### config.mk
export PLATFORM = sky130hd
export DESIGN_NAME = mem_access_unit
export DESIGN_NICKNAME = d
export VERILOG_FILES = /design/src/rtl/mem_pkg.sv /design/src/rtl/mem_lane_align.sv /design/src/rtl/mem_access_unit.sv
export SDC_FILE = /design/constraint.sdc
export NUM_CORES = 1
export LEC_CHECK = 0
export BUFFER_PORTS_ARGS = -buffer_cell sky130_fd_sc_hd__buf_2
export CAP_MARGIN = 0
export CORE_AREA = 3 3 139 154
export CTS_CLUSTER_DIAMETER = 40
export DETAILED_ROUTE_END_ITERATION = 10
export DIE_AREA = 0 0 142 157
export GPL_TIMING_DRIVEN = 0
export PLACE_DENSITY = 0.5
export SYNTH_ARGS = -nofsm -noshare
export SYNTH_HDL_FRONTEND = slang
export SYNTH_SLANG_ARGS = --single-unit
### constraint.sdc
create_clock -name Clk -period 2.9 [get_ports Clk]
set_input_delay 0.58 -clock Clk [delete_from_list [all_inputs] [get_ports Clk]]
set_output_delay 0.58 -clock Clk [all_outputs]
set_load 0.02 [all_outputs]
### src/rtl/mem_pkg.sv
// Shared encodings and helpers for the load/store sequencer and its lane aligner.
package mem_pkg;

   localparam logic [1:0] SZ_BYTE = 2'd0;
   localparam logic [1:0] SZ_HALF = 2'd1;
   localparam logic [1:0] SZ_WORD = 2'd2;
   localparam logic [1:0] SZ_RSVD = 2'd3;

   typedef logic [1:0] state_t;

   localparam state_t ST_IDLE = 2'd0;
   localparam state_t ST_RD   = 2'd1;
   localparam state_t ST_WR   = 2'd2;
   localparam state_t ST_RESP = 2'd3;

   function automatic logic is_misaligned(input logic [1:0] size, input logic [1:0] addr_lo);
      logic bad;
      case (size)
         SZ_BYTE: bad = 1'b0;
         SZ_HALF: bad = addr_lo[0];
         SZ_WORD: bad = (addr_lo != 2'b00);
         default: bad = 1'b1;
      endcase
      return bad;
   endfunction

endpackage

### src/rtl/mem_lane_align.sv
// Little-endian lane steering: sub-word load extract/extend and sub-word store merge.
module mem_lane_align
   import mem_pkg::*;
(
   input  logic [31:0] word,
   input  logic [31:0] wdata,
   input  logic [1:0]  addr_lo,
   input  logic [1:0]  size,
   input  logic        is_unsigned,
   output logic [31:0] load_data,
   output logic [31:0] store_data
);

   logic [4:0]  byte_sh;
   logic [4:0]  half_sh;
   logic [31:0] byte_lane;
   logic [31:0] half_lane;
   logic [31:0] byte_mask;
   logic [31:0] half_mask;

   always_comb begin
      byte_sh   = {addr_lo, 3'b000};
      half_sh   = {addr_lo[1], 4'b0000};
      byte_lane = word >> byte_sh;
      half_lane = word >> half_sh;
      byte_mask = 32'h0000_00FF << byte_sh;
      half_mask = 32'h0000_FFFF << half_sh;

      case (size)
         SZ_BYTE: load_data = is_unsigned ? {24'h0, byte_lane[7:0]}
                                          : {{24{byte_lane[7]}}, byte_lane[7:0]};
         SZ_HALF: load_data = is_unsigned ? {16'h0, half_lane[15:0]}
                                          : {{16{half_lane[15]}}, half_lane[15:0]};
         default: load_data = word;
      endcase

      case (size)
         SZ_BYTE: store_data = (word & ~byte_mask) | ({24'h0, wdata[7:0]} << byte_sh);
         SZ_HALF: store_data = (word & ~half_mask) | ({16'h0, wdata[15:0]} << half_sh);
         default: store_data = wdata;
      endcase
   end

endmodule

### src/rtl/mem_access_unit.sv
// Load/store sequencer for the word-addressed DataMemory port: alignment check,
// read-modify-write for sub-word stores, extend on sub-word loads.
module mem_access_unit
   import mem_pkg::*;
#(
   parameter int unsigned ADDR_WIDTH = 32,
   parameter int unsigned DATA_WIDTH = 32
)(
   input  logic                  Clk,
   input  logic                  Reset_n,
   input  logic                  ReqValid,
   output logic                  ReqReady,
   input  logic                  ReqStore,
   input  logic [1:0]            ReqSize,
   input  logic                  ReqUnsigned,
   input  logic [ADDR_WIDTH-1:0] ReqAddr,
   input  logic [DATA_WIDTH-1:0] ReqWData,
   output logic                  RespValid,
   output logic [DATA_WIDTH-1:0] RespData,
   output logic                  RespErr,
   output logic [ADDR_WIDTH-1:0] MemAddress,
   output logic [DATA_WIDTH-1:0] MemWriteData,
   output logic                  MemWrite,
   output logic                  MemRead,
   input  logic [DATA_WIDTH-1:0] MemReadData
);

   state_t                  state;
   logic                    r_store;
   logic [1:0]              r_size;
   logic                    r_unsigned;
   logic                    r_err;
   logic [ADDR_WIDTH-1:0]   r_addr;
   logic [DATA_WIDTH-1:0]   r_wdata;
   logic [DATA_WIDTH-1:0]   r_word;

   logic [DATA_WIDTH-1:0]   load_data;
   logic [DATA_WIDTH-1:0]   store_data;
   logic                    req_bad;

   assign req_bad = is_misaligned(ReqSize, ReqAddr[1:0]);

   always_ff @(posedge Clk or negedge Reset_n) begin
      if (!Reset_n) begin
         state      <= ST_IDLE;
         r_store    <= 1'b0;
         r_size     <= SZ_BYTE;
         r_unsigned <= 1'b0;
         r_err      <= 1'b0;
         r_addr     <= '0;
         r_wdata    <= '0;
         r_word     <= '0;
      end else begin
         case (state)
            ST_IDLE: begin
               if (ReqValid) begin
                  r_store    <= ReqStore;
                  r_size     <= ReqSize;
                  r_unsigned <= ReqUnsigned;
                  r_err      <= req_bad;
                  r_addr     <= ReqAddr;
                  r_wdata    <= ReqWData;
                  if (req_bad)
                     state <= ST_RESP;
                  else if (ReqStore && ReqSize == SZ_WORD)
                     state <= ST_WR;
                  else
                     state <= ST_RD;
               end
            end
            ST_RD: begin
               r_word <= MemReadData;
               state  <= r_store ? ST_WR : ST_RESP;
            end
            ST_WR:   state <= ST_RESP;
            default: state <= ST_IDLE;
         endcase
      end
   end

   mem_lane_align u_align (
      .word        (r_word),
      .wdata       (r_wdata),
      .addr_lo     (r_addr[1:0]),
      .size        (r_size),
      .is_unsigned (r_unsigned),
      .load_data   (load_data),
      .store_data  (store_data)
   );

   // Memory strobes are pure state decodes so an async reset drops MemWrite at once.
   always_comb begin
      ReqReady     = (state == ST_IDLE);
      MemRead      = (state == ST_RD);
      MemWrite     = (state == ST_WR);
      MemAddress   = '0;
      MemWriteData = '0;
      RespValid    = (state == ST_RESP);
      RespErr      = 1'b0;
      RespData     = '0;
      if (state == ST_RD || state == ST_WR)
         MemAddress = {r_addr[ADDR_WIDTH-1:2], 2'b00};
      if (state == ST_WR)
         MemWriteData = store_data;
      if (state == ST_RESP) begin
         RespErr = r_err;
         if (!r_store && !r_err)
            RespData = load_data;
      end
   end

endmodule

==> qor.log, run 1 <==
INFO  routing        detailroute.via_count=5041
INFO  routing        antenna_violating_nets_post_route=0
INFO  synth          ys_dominant_reg_cell=dfrtp_1
INFO  floorplanning  core-area=19930um^2
INFO  timing         max_freq=361.0MHz
INFO  clocking       ctsHoldBuffers=0
INFO  grt            pin_count_of_the_biggest_net_entering_global_routing=63
INFO  timing         hold_viol_final=0
INFO  grt            grt_use_met1=22.08%
INFO  finish         multi_input_comb_area=3198um^2
INFO  worst_setup_path required=2.32ns
INFO  pwr            cellLeakagePower=3.607nW
INFO  floorplanning  die_x=142um
INFO  timing         final_min_period_over_clock_period=95.52%
INFO  worst_hold_path hold_path_class=in2async
INFO  timing         rsz0062_at_grt=false
INFO  grt            use_met2=30.20%
INFO  floorplanning  placement_rows=54
INFO  placed_design  numPlacedInstances=969
INFO  routing        drt_iter0_markers=291
INFO  timing         final.setup_skew=0.007473ns
INFO  clocking       cts-buffers-inserted=9
INFO  finish         layout.cells.most_common=buf_2
INFO  status         run_status=finished, final reports clean
INFO  placed_design  gp_congestion=0.8386
INFO  placed_design  port_buffers=201
INFO  floorplanning  die_y=157um
INFO  clocking       cts-root-to-sink-buffers=2
INFO  synth          postSynthRegisterBits=103
INFO  grt            global_route_usage_sum=17.90%
INFO  worst_setup_path critPathSlowestCell=dfrtp_2
INFO  routing        avgRoutedWirePerCell=20.58um
INFO  finish         net_count_of_the_finished_layout=834
INFO  worst_setup_path worst-endpoint-arrival=2.19ns
INFO  clocking       worstSkewPairLatency=0.35ns
INFO  timing         tightest_slew=0.8327ns
INFO  pwr            p_per_area=1305nW/um^2
INFO  worst_setup_path crit_type=reg2out
INFO  clocking       tritoncts_clock_tree=done
INFO  clocking       htree_num_levels=3
INFO  worst_setup_path worstSetupStartpointType=flop
INFO  clocking       clock-sinks=103
INFO  timing         drv_slew=0
INFO  routing        drt-vias-per-instance=5.113
INFO  grt            global_route.peak_usage_layer=met2
INFO  synth          seq_area_frac_synth=43.37%
INFO  job            cap_violations=0
INFO  grt            grtUsageMet3=5.713%
INFO  synth          syn_area_per_cell=11.56um^2
INFO  finish         syn_to_final_growth=28.42%
INFO  synth          synth.distinct_cells=38
INFO  floorplanning  design.die.area=22290um^2
INFO  synth          synthesis.area=5943um^2
INFO  timing         fin_crit=2.770ns
INFO  routing        detail_route.wirelength=20290um
INFO  grt            via_count_of_the_first_global_routing_pass=5417
INFO  worst_setup_path crit_path_max_fanout=10
INFO  grt            grt_first_pass_wirelength=30950um
INFO  worst_setup_path worstPathCellList=buf_6, buf_4, nor2b_1, clkbuf_1, a32oi_1, a21boi_0, buf_2
INFO  routing        detail_route.first_pass.iterations=5
INFO  synth          synthArstFlopShare=100.0%
INFO  finish         filler_cell_count=1998
INFO  finish         post_route_cells_drive_above_1_share=53.83%
INFO  timing         slew_headroom=44.48%
INFO  clocking       root_buffer=clkbuf_16
INFO  grt            gr-total-overflow=0
INFO  finish         leading_cell_types_in_the_layout_fill_and_taps_excluded=204 x buf_2, 148 x mux2_2, 100 x dfrtp_1
INFO  finish         layout.cells.non_filler=986
INFO  synth          synth.yosys.warnings=0
INFO  timing         setup-tns-final=0ns
INFO  worst_setup_path crit_path_end_kind=primary output
INFO  timing         finalSetupViolations=0
INFO  placed_design  estimated_wirelength_of_the_detail_placed_design=16040um
INFO  grt            grt_antenna_before_repair=8
INFO  floorplanning  floorplan.initialDensity=29.82%
INFO  floorplanning  floorplan.io_pins=204
INFO  synth          synth_enable_flop_cells=0
INFO  synth          instance_count_of_the_mapped_netlist=514
INFO  routing        post-route-drc-count=0
INFO  pwr            vdd_drop_max=623.4uV
INFO  worst_setup_path critical-path-max-stage-delay=0.45ns
INFO  clocking       worst_setup_hold_path_clk_slew=0.07ns
INFO  finish         seq_area=2581um^2
==> cell type report <==
type / count / area share (%)
sequential: 103 / 33.82
antenna: 2 / 0.06557
multi-input combinational: 363 / 41.90
buffer: 42 / 2.754
tap: 252 / 4.131
inverter: 5 / 0.2459
clock inverter: 3 / 0.2623
clock buffer: 13 / 3.148
timing repair buffer: 203 / 13.67
==> worst max-delay path, delay by kind of cell (launching register included) <==
kind / cells / cell delay [ns]
buffers and inverters: 4 / 0.87
AOI/OAI and AO/OA: 2 / 0.40
DFF: 1 / 0.45
and+or+nand+nor: 1 / 0.12
==> path summary, 6_finish.rpt <==
check / startpoint / to / slack [ns] / cells past startpoint
worst max-delay path: r_addr[1] / MemWriteData[9] / 0.13 / 7
worst min-delay path: Reset_n / r_word[17] / 0.33 / 1
worst max register to register: state[1] / r_word[11] / 0.72 / 5
worst min register to register: r_addr[2] / r_addr[2] / 0.50 / 1
max in group asynchronous: Reset_n / r_addr[5] / 1.86 / 2
min in group Clk: ReqAddr[14] / r_addr[14] / 0.45 / 2
==> stage by stage <==
step           util, %  power [W]  hold slack (ns)  instance area (um^2)  setup WS, ns
2_1_floorplan        -   0.006841           0.2844                  5947        0.3962
3_3_place_gp     36.47   0.008627           0.4804                  7268       -0.1809
3_5_place_dp     36.62   0.008752           0.4883                  7298       -0.2226
4_1_cts          38.15    0.01000           0.3466                  7604       0.01087
5_1_grt          38.29    0.01065           0.3942                  7632      0.006541
6_report         38.29   0.009960           0.3322                  7632        0.1299
==> registers in the layout (all words and copies together) (netlist names) <==
register and flops:
r_word 32, state 2, r_err 1, r_size 2
r_store 1, r_wdata 32, r_addr 32, r_unsigned 1
==> cell families (layout without fill, tap and decap cells) <==
kind of cell,count (synthesis),count (layout),share of synthesized area (%)
other,1,4,0.06310
AO/OA/AOI/OAI,105,105,13.73
flip-flops,103,103,43.37
buffers and inverters,49,266,3.474
adder cells (fa/ha/maj),4,4,0.8421
multiplexers,157,157,29.56
AND/OR/NAND/NOR,95,95,8.968
==> timing repair <==
item,4_1_cts,5_1_grt
hold endpoints to repair,0,0
gates resized for setup,18,15
buffers inserted,1,0
endpoints found under the setup margin,52,50
pin swaps,2,1
==> cell usage after synthesis (9+ instances only) <==
cell	count	area, um^2
mux2i_1	9	90.09
and2_1	31	193.9
nor2b_1	27	168.9
nor2_1	12	45.04
mux2_2	148	1667
a211oi_1	15	112.6
dfrtp_1	103	2577
clkbuf_1	33	123.9
a21o_1	17	127.6
nand2_1	14	52.55
a222oi_1	16	160.2
a21oi_1	10	50.05
o22ai_1	14	87.58
==> per-layer routing <==
layer | vias up | share of wire (%)
met5 | - | 0.34
met4 | 12 | 1.7
met3 | 34 | 7.5
met2 | 202 | 48
met1 | 2455 | 43
li1 | 2338 | -
==> power by group <==
| group | switching [W] | internal [W] | total, W |
|---|---|---|---|
| Combinational | 0.00311 | 0.00265 | 0.00576 |
| Clock | 0.000549 | 0.000584 | 0.00113 |
| Sequential | 0.000880 | 0.00219 | 0.00307 |
| Total | 0.00454 | 0.00542 | 0.00996 |
Power figures use the tool's default switching activity.
==> run 2, diff against run 1 <==
--- a/config.mk
+++ b/config.mk
@@ -5,12 +5,13 @@
 export SDC_FILE = /design/constraint.sdc
 export NUM_CORES = 1
 export LEC_CHECK = 0
-export BUFFER_PORTS_ARGS = -buffer_cell sky130_fd_sc_hd__buf_2
+export ABC_AREA = 1
+export BUFFER_PORTS_ARGS = -buffer_cell sky130_fd_sc_hd__buf_4
 export CAP_MARGIN = 0
-export CORE_AREA = 3 3 139 154
+export CORE_AREA = 3 3 147 149
 export CTS_CLUSTER_DIAMETER = 40
 export DETAILED_ROUTE_END_ITERATION = 10
-export DIE_AREA = 0 0 142 157
+export DIE_AREA = 0 0 150 152
 export GPL_TIMING_DRIVEN = 0
 export PLACE_DENSITY = 0.5
 export SYNTH_ARGS = -nofsm -noshare
==> run 2 against run 1 <==
Sequential power down 6%. Register-to-register slack better by 0.16 ns. Combinational power rose by 5.9%. Sequential cell count stayed put. Non-clock buffer count increased by 10. Final cell count rose by 29%. Clock power is 12% higher. Synthesized area up 2.4%. Clock skew decreased by 0.0028 ns. Critical path type unchanged. Largest cell class unchanged.
==> qor.log, run 2 <==
INFO  status         run_status=finished, final reports clean
INFO  worst_setup_path crit_path_max_fanout=10
INFO  finish         leading_cell_types_in_the_layout_fill_and_taps_excluded=206 x buf_4, 183 x nand2_1, 103 x dfrtp_1
INFO  clocking       cts-root-to-sink-buffers=2
INFO  synth          syn_area_per_cell=7.801um^2
INFO  synth          synth.distinct_cells=28
INFO  timing         fin_crit=2.776ns
INFO  clocking       tritoncts_clock_tree=done
INFO  routing        drt-vias-per-instance=4.824
INFO  worst_setup_path worstPathCellList=ha_2, inv_1, nor2_1, nand2_2, inv_2, clkbuf_4, o21ai_0, a21oi_1, buf_4
INFO  finish         seq_area=2577um^2
INFO  timing         final.setup_skew=0.004677ns
INFO  synth          ys_dominant_reg_cell=dfrtp_1
INFO  worst_setup_path required=2.32ns
INFO  floorplanning  core-area=20300um^2
INFO  grt            global_route_usage_sum=20.50%
INFO  clocking       ctsHoldBuffers=0
INFO  grt            grt_antenna_before_repair=0
INFO  placed_design  gp_congestion=0.9085
INFO  pwr            p_per_area=1234nW/um^2
INFO  floorplanning  die_y=152um
INFO  placed_design  numPlacedInstances=1253
INFO  worst_setup_path crit_path_end_kind=primary output
INFO  synth          synthesis.area=6085um^2
INFO  floorplanning  die_x=150um
INFO  floorplanning  floorplan.io_pins=204
INFO  placed_design  estimated_wirelength_of_the_detail_placed_design=18270um
INFO  finish         finish.utilization=40.91%
INFO  synth          seq_area_frac_synth=42.36%
INFO  routing        antenna_violating_nets_post_route=0
INFO  routing        drt_iter0_markers=404
INFO  worst_setup_path worstSetupStartpointType=flop
INFO  routing        avgRoutedWirePerCell=18.72um
INFO  timing         finalSetupViolations=0
INFO  job            cap_violations=0
INFO  routing        detail_route.wirelength=23820um
INFO  finish         finalInstanceArea=8305um^2
INFO  synth          instance_count_of_the_mapped_netlist=780
INFO  clocking       htree_num_levels=3
INFO  floorplanning  placement_rows=52
INFO  timing         hold_slack=0.1248ns
INFO  finish         layout.cells.non_filler=1272
INFO  synth          synth_enable_flop_cells=0
INFO  timing         rsz0062_at_grt=true
INFO  timing         drv_slew=0
INFO  clocking       root_buffer=clkbuf_16
INFO  clocking       worstSkewPairLatency=0.37ns
INFO  timing         final_min_period_over_clock_period=95.72%
INFO  worst_hold_path hold_path_class=in2async
INFO  routing        post-route-drc-count=0
INFO  worst_setup_path crit_type=reg2out
INFO  timing         hold_viol_final=0
INFO  finish         post_route_cells_drive_above_1_share=32.93%
INFO  pwr            cellLeakagePower=4.160nW
INFO  synth          synthTopCellsByArea=dfrtp_1 42%, nand2_1 11%, mux2_2 11%
INFO  synth          synth.yosys.warnings=0
INFO  placed_design  placement.cell_area=7966um^2
INFO  floorplanning  floorplan.initialDensity=29.97%
INFO  timing         slew_headroom=55.59%
INFO  synth          synth_commonest_cells=184 x nand2_1, 103 x dfrtp_1, 94 x a21oi_1
INFO  floorplanning  design.die.area=22800um^2
INFO  timing         max_freq=360.3MHz
INFO  routing        detail_route.first_pass.iterations=5
INFO  pwr            vdd_drop_max=606.8uV
INFO  grt            gr-total-overflow=0
INFO  placed_design  port_buffers=201
INFO  finish         filler_cell_count=2202
INFO  synth          post-synth-top-area-cell=dfrtp_1
INFO  clocking       cts-buffers-inserted=9
INFO  grt            via_count_of_the_first_global_routing_pass=6041
INFO  grt            grt_first_pass_wirelength=35540um
INFO  finish         antenna_cells=0
INFO  finish         layout.cells.most_common=buf_4
INFO  synth          synthArstFlopShare=100.0%
INFO  finish         multi_input_comb_area=2919um^2
INFO  worst_setup_path critPathSlowestCell=dfrtp_1
INFO  finish         syn_to_final_growth=36.50%
INFO  timing         tightest_slew=0.6662ns
INFO  synth          yosys.area.top_type_share=42.36%
INFO  worst_setup_path worst_path_dominant_cell_family=buffers and inverters
INFO  finish         net_count_of_the_finished_layout=1104
INFO  worst_setup_path critical-path-max-stage-delay=0.41ns
INFO  synth          yosys.cell_count.top_type=nand2_1
INFO  clocking       clock-sinks=103
INFO  finish         largest_registers=r_addr x32, r_wdata x32, r_word x32
INFO  routing        detailroute.via_count=6136
INFO  grt            pin_count_of_the_biggest_net_entering_global_routing=65
INFO  worst_setup_path critical_path_buf_inv_count=4
INFO  worst_setup_path worst-endpoint-arrival=2.20ns
INFO  clocking       worst_setup_hold_path_clk_slew=0.08ns
INFO  synth          postSynthRegisterBits=103
run 2: cell types whose count changed after synthesis, moves of 27 or more:
cell / previous run / this run
nor2_1: 12 / 53
nand3_1: 2 / 32
mux2_2: 148 / 58
nand2_1: 14 / 184
nor2b_1: 27 / 0
a21oi_1: 10 / 94
and2_1: 31 / 0
o21ai_0: 1 / 85
inv_1: 5 / 83
run 2: where the power goes:
| part | internal, W | switching, W | total, W |
|---|---|---|---|
| Clock | 0.000612 | 0.000646 | 0.00126 |
| Sequential | 0.00216 | 0.000723 | 0.00288 |
| Combinational | 0.00232 | 0.00378 | 0.00610 |
| Total | 0.00510 | 0.00515 | 0.0102 |
run 2: cells by family after synthesis:
family	Yosys count	share of synthesized area [%]
compound gates	201	17.34
fa+ha+maj	4	0.8226
buf+inv	137	9.911
flops	103	42.36
mux	58	10.73
other cells	1	0.06163
simple gates	276	18.77
run 2: timing repair:
| item | CTS | global route |
|---|---|---|
| pin swaps | 0 | 1 |
| setup endpoints to repair | 20 | 14 |
| gates resized for setup | 4 | 2 |
| setup buffers | 0 | 3 |
run 2: final timing paths:
kind | startpoint | end | slack [ns] | depth (start not counted)
max reg2reg | state[0] | r_word[1] | 0.88 | 6
min | Reset_n | r_word[31] | 0.12 | 1
min reg2reg | r_wdata[25] | r_wdata[25] | 0.51 | 1
max in group asynchronous | Reset_n | r_word[8] | 2.11 | 2
min in group Clk | MemReadData[11] | r_word[11] | 0.42 | 3
max | state[1] | RespData[21] | 0.12 | 9
run 2: per-stage QoR:
step,setup slack [ns],power (W),TNS (ns)
6_report,0.1242,0.01025,0
5_1_grt,-0.005495,0.01101,-0.008612
4_1_cts,0.02196,0.01030,0
3_5_place_dp,0.2480,0.008979,0
3_3_place_gp,0.2376,0.008953,0
2_1_floorplan,0.6240,0.006542,0
run 2: worst reg2reg max path, stage by stage, from the launching register on:
cell and delay, ns:
dfrtp_1 0.42, buf_4 0.13, ha_1 0.17, clkbuf_1 0.32
clkbuf_1 0.56, nand2_1 0.20, o21ai_0 0.13
run 2: area by class of cell:
type	count	area share (%)
inverters	87	4.007
multi-input cells	541	35.15
repair buffers	205	18.82
clock buffers	9	2.712
plain buffers	50	3.284
flip-flops and latches	103	31.03
clock inverters	7	0.9340
well taps	270	4.067
run 2: routing by layer:
layer | GRT usage [%] | share of wire (%) | vias up
met2 | 32.45 | 46 | 218
met1 | 27.53 | 44 | 2913
met5 | 0 | 0 | -
met4 | 4.227 | 1.5 | 0
li1 | - | - | 2980
met3 | 6.673 | 8.5 | 25
==> run 3, diff against run 2 <==
--- a/config.mk
+++ b/config.mk
@@ -5,13 +5,13 @@
 export SDC_FILE = /design/constraint.sdc
 export NUM_CORES = 1
 export LEC_CHECK = 0
-export ABC_AREA = 1
+export ABC_AREA = 0
 export BUFFER_PORTS_ARGS = -buffer_cell sky130_fd_sc_hd__buf_4
 export CAP_MARGIN = 0
-export CORE_AREA = 3 3 147 149
+export CORE_AREA = 2 2 144 146
 export CTS_CLUSTER_DIAMETER = 40
 export DETAILED_ROUTE_END_ITERATION = 10
-export DIE_AREA = 0 0 150 152
+export DIE_AREA = 0 0 146 148
 export GPL_TIMING_DRIVEN = 0
 export PLACE_DENSITY = 0.5
 export SYNTH_ARGS = -nofsm -noshare
==> run 3 against run 2 <==
Wire length fell by 14%. Utilization barely moved. Critical path depth fell by 3. Worst hold slack got worse by 0.11 ns. Largest power group unchanged. Critical path type unchanged. Sequential share of layout area rose by 0.48 points.
==> qor.log, run 3 (synthesis results as in run 1) <==
INFO  pwr            vdd_drop_max=627.7uV
INFO  finish         syn_to_final_growth=37.83%
INFO  pwr            cellInternalPower=0.005907W
INFO  routing        detail_route.first_pass.iterations=7
INFO  pwr            comb_power_share=58.9%
INFO  timing         hold_viol_final=0
INFO  clocking       tritoncts_clock_tree=done
INFO  finish         net_count_of_the_finished_layout=834
INFO  pwr            swShare=43.83%
INFO  status         run_status=finished, final reports clean
INFO  routing        avgRoutedWirePerCell=20.45um
INFO  grt            via_count_of_the_first_global_routing_pass=5443
INFO  worst_setup_path crit_path_end_kind=primary output
INFO  timing         finalSetupViolations=0
INFO  routing        post-route-drc-count=0
INFO  grt            grt_antenna_before_repair=0
INFO  timing         tightest_slew=0.6915ns
INFO  clocking       htree_num_levels=3
INFO  routing        drt-vias-per-instance=5.043
INFO  routing        detail_route.wirelength=20490um
INFO  floorplanning  design.die.area=21610um^2
INFO  worst_setup_path worstSetupStartpointType=flop
INFO  job            cap_violations=0
INFO  clocking       worst_setup_hold_path_clk_slew=0.07ns
INFO  finish         finalInstanceArea=8192um^2
INFO  grt            global_route_usage_sum=18.94%
INFO  finish         post_route_cells_drive_above_1_share=54.23%
INFO  timing         drv_slew=0
INFO  floorplanning  floorplan.io_pins=204
INFO  finish         largest_registers=r_addr x32, r_wdata x32, r_word x32
INFO  placed_design  estimated_wirelength_of_the_detail_placed_design=16110um
INFO  timing         rsz0062_at_grt=false
INFO  timing         slew_headroom=53.90%
INFO  pwr            power_spent_charging_and_discharging_nets=0.004610W
INFO  floorplanning  floorplan.initialDensity=29.66%
INFO  grt            grt_first_pass_wirelength=31460um
INFO  worst_hold_path hold_path_class=in2async
INFO  clocking       root_buffer=clkbuf_16
INFO  pwr            cellLeakagePower=3.727nW
INFO  timing         fin_crit=2.795ns
INFO  grt            pin_count_of_the_biggest_net_entering_global_routing=104
INFO  finish         layout.cells.most_common=buf_4
INFO  floorplanning  placement_rows=52
INFO  routing        detailroute.via_count=5053
INFO  worst_setup_path crit_path_max_fanout=10
INFO  floorplanning  die_x=146um
INFO  timing         final_min_period_over_clock_period=96.36%
INFO  worst_setup_path crit_type=reg2out
INFO  placed_design  placement.cell_area=7794um^2
INFO  timing         final.setup_skew=0.009699ns
INFO  clocking       cts-root-to-sink-buffers=2
INFO  timing         setup-tns-final=0ns
INFO  worst_setup_path worst-endpoint-arrival=2.21ns
INFO  finish         leading_cell_types_in_the_layout_fill_and_taps_excluded=205 x buf_4, 148 x mux2_2, 100 x dfrtp_1
INFO  placed_design  gp_congestion=0.7834
INFO  clocking       clock-sinks=103
INFO  routing        antenna_violating_nets_post_route=0
INFO  timing         hold_slack=0.01410ns
INFO  placed_design  port_buffers=201
INFO  floorplanning  die_y=148um
INFO  timing         max_freq=357.8MHz
INFO  grt            gr-total-overflow=0
INFO  worst_setup_path required=2.32ns
INFO  pwr            p_per_area=1284nW/um^2
INFO  floorplanning  core-area=20040um^2
INFO  clocking       cts-buffers-inserted=9
INFO  pwr            clkPwrFrac=11.9%
INFO  finish         antenna_cells=0
INFO  routing        drt_iter0_markers=193
INFO  pwr            power.share.sequential=29.2%
INFO  clocking       worstSkewPairLatency=0.35ns
-- run 3: worst max-delay path, cell delays in order (launching register included) --
cell and delay, ns:
dfrtp_2 0.41, clkbuf_4 0.23, buf_2 0.26, clkbuf_4 0.27, o22ai_1 0.11, a211oi_1 0.38, buf_4 0.21
-- run 3: worst paths after layout --
kind	from	to	slack, ns	depth (start not counted)
setup reg to reg	state[1]	r_word[11]	0.67	5
min in group Clk	ReqAddr[20]	r_addr[20]	0.45	2
max in group asynchronous	Reset_n	r_size[1]	2.20	2
hold reg to reg	r_addr[27]	r_addr[27]	0.50	1
hold / removal	Reset_n	r_word[20]	0.01	1
setup / recovery	r_addr[1]	RespData[6]	0.11	6
-- run 3: final cells by class --
class	instances	area, um^2
Clock inverter	4	52.55
Sequential cell	103	2581
Fill cell	2000	11850
Timing Repair Buffer	203	1548
Multi-Input combinational cell	363	3203
Clock buffer	12	246.5
Inverter	5	18.77
Buffer	42	203.9
Tap cell	270	337.8
-- run 3: stage by stage --
stage                     std cells  util, %  setup WS, ns  total power (W)
after global placement          986    38.89       -0.1009         0.009061
after CTS                      1001    40.57       0.02025          0.01054
after floorplan                 515        -        0.3962         0.006841
after detailed placement        986    38.89       -0.1067         0.009181
final                          1002    40.88        0.1054          0.01052
after global routing           1002    40.88       0.01844          0.01120
-- run 3: power groups by stage --
stage	Sequential, W	Combinational, W	Clock (W)
global route	0.00319	0.00666	0.00135
finish	0.00307	0.00619	0.00125
floorplan	0.00263	0.00421	0
CTS	0.00305	0.00619	0.00130
detailed placement	0.00304	0.00614	0
global placement	0.00301	0.00605	0
-- run 3: repair_timing --
action                                  CTS  global route
hold buffers                              0             0
gates resized for setup                  14            19
pin swaps                                 1             0
setup buffers                             1             0
endpoints found under the setup margin   53            55
-- run 3: routing by layer --
layer	track usage, %	share of wire, %	vias up
met2	30.90	46	213
met1	23.69	43	2484
met4	6.456	2.5	0
li1	-	-	2332
met5	0	0	-
met3	6.265	8.1	24
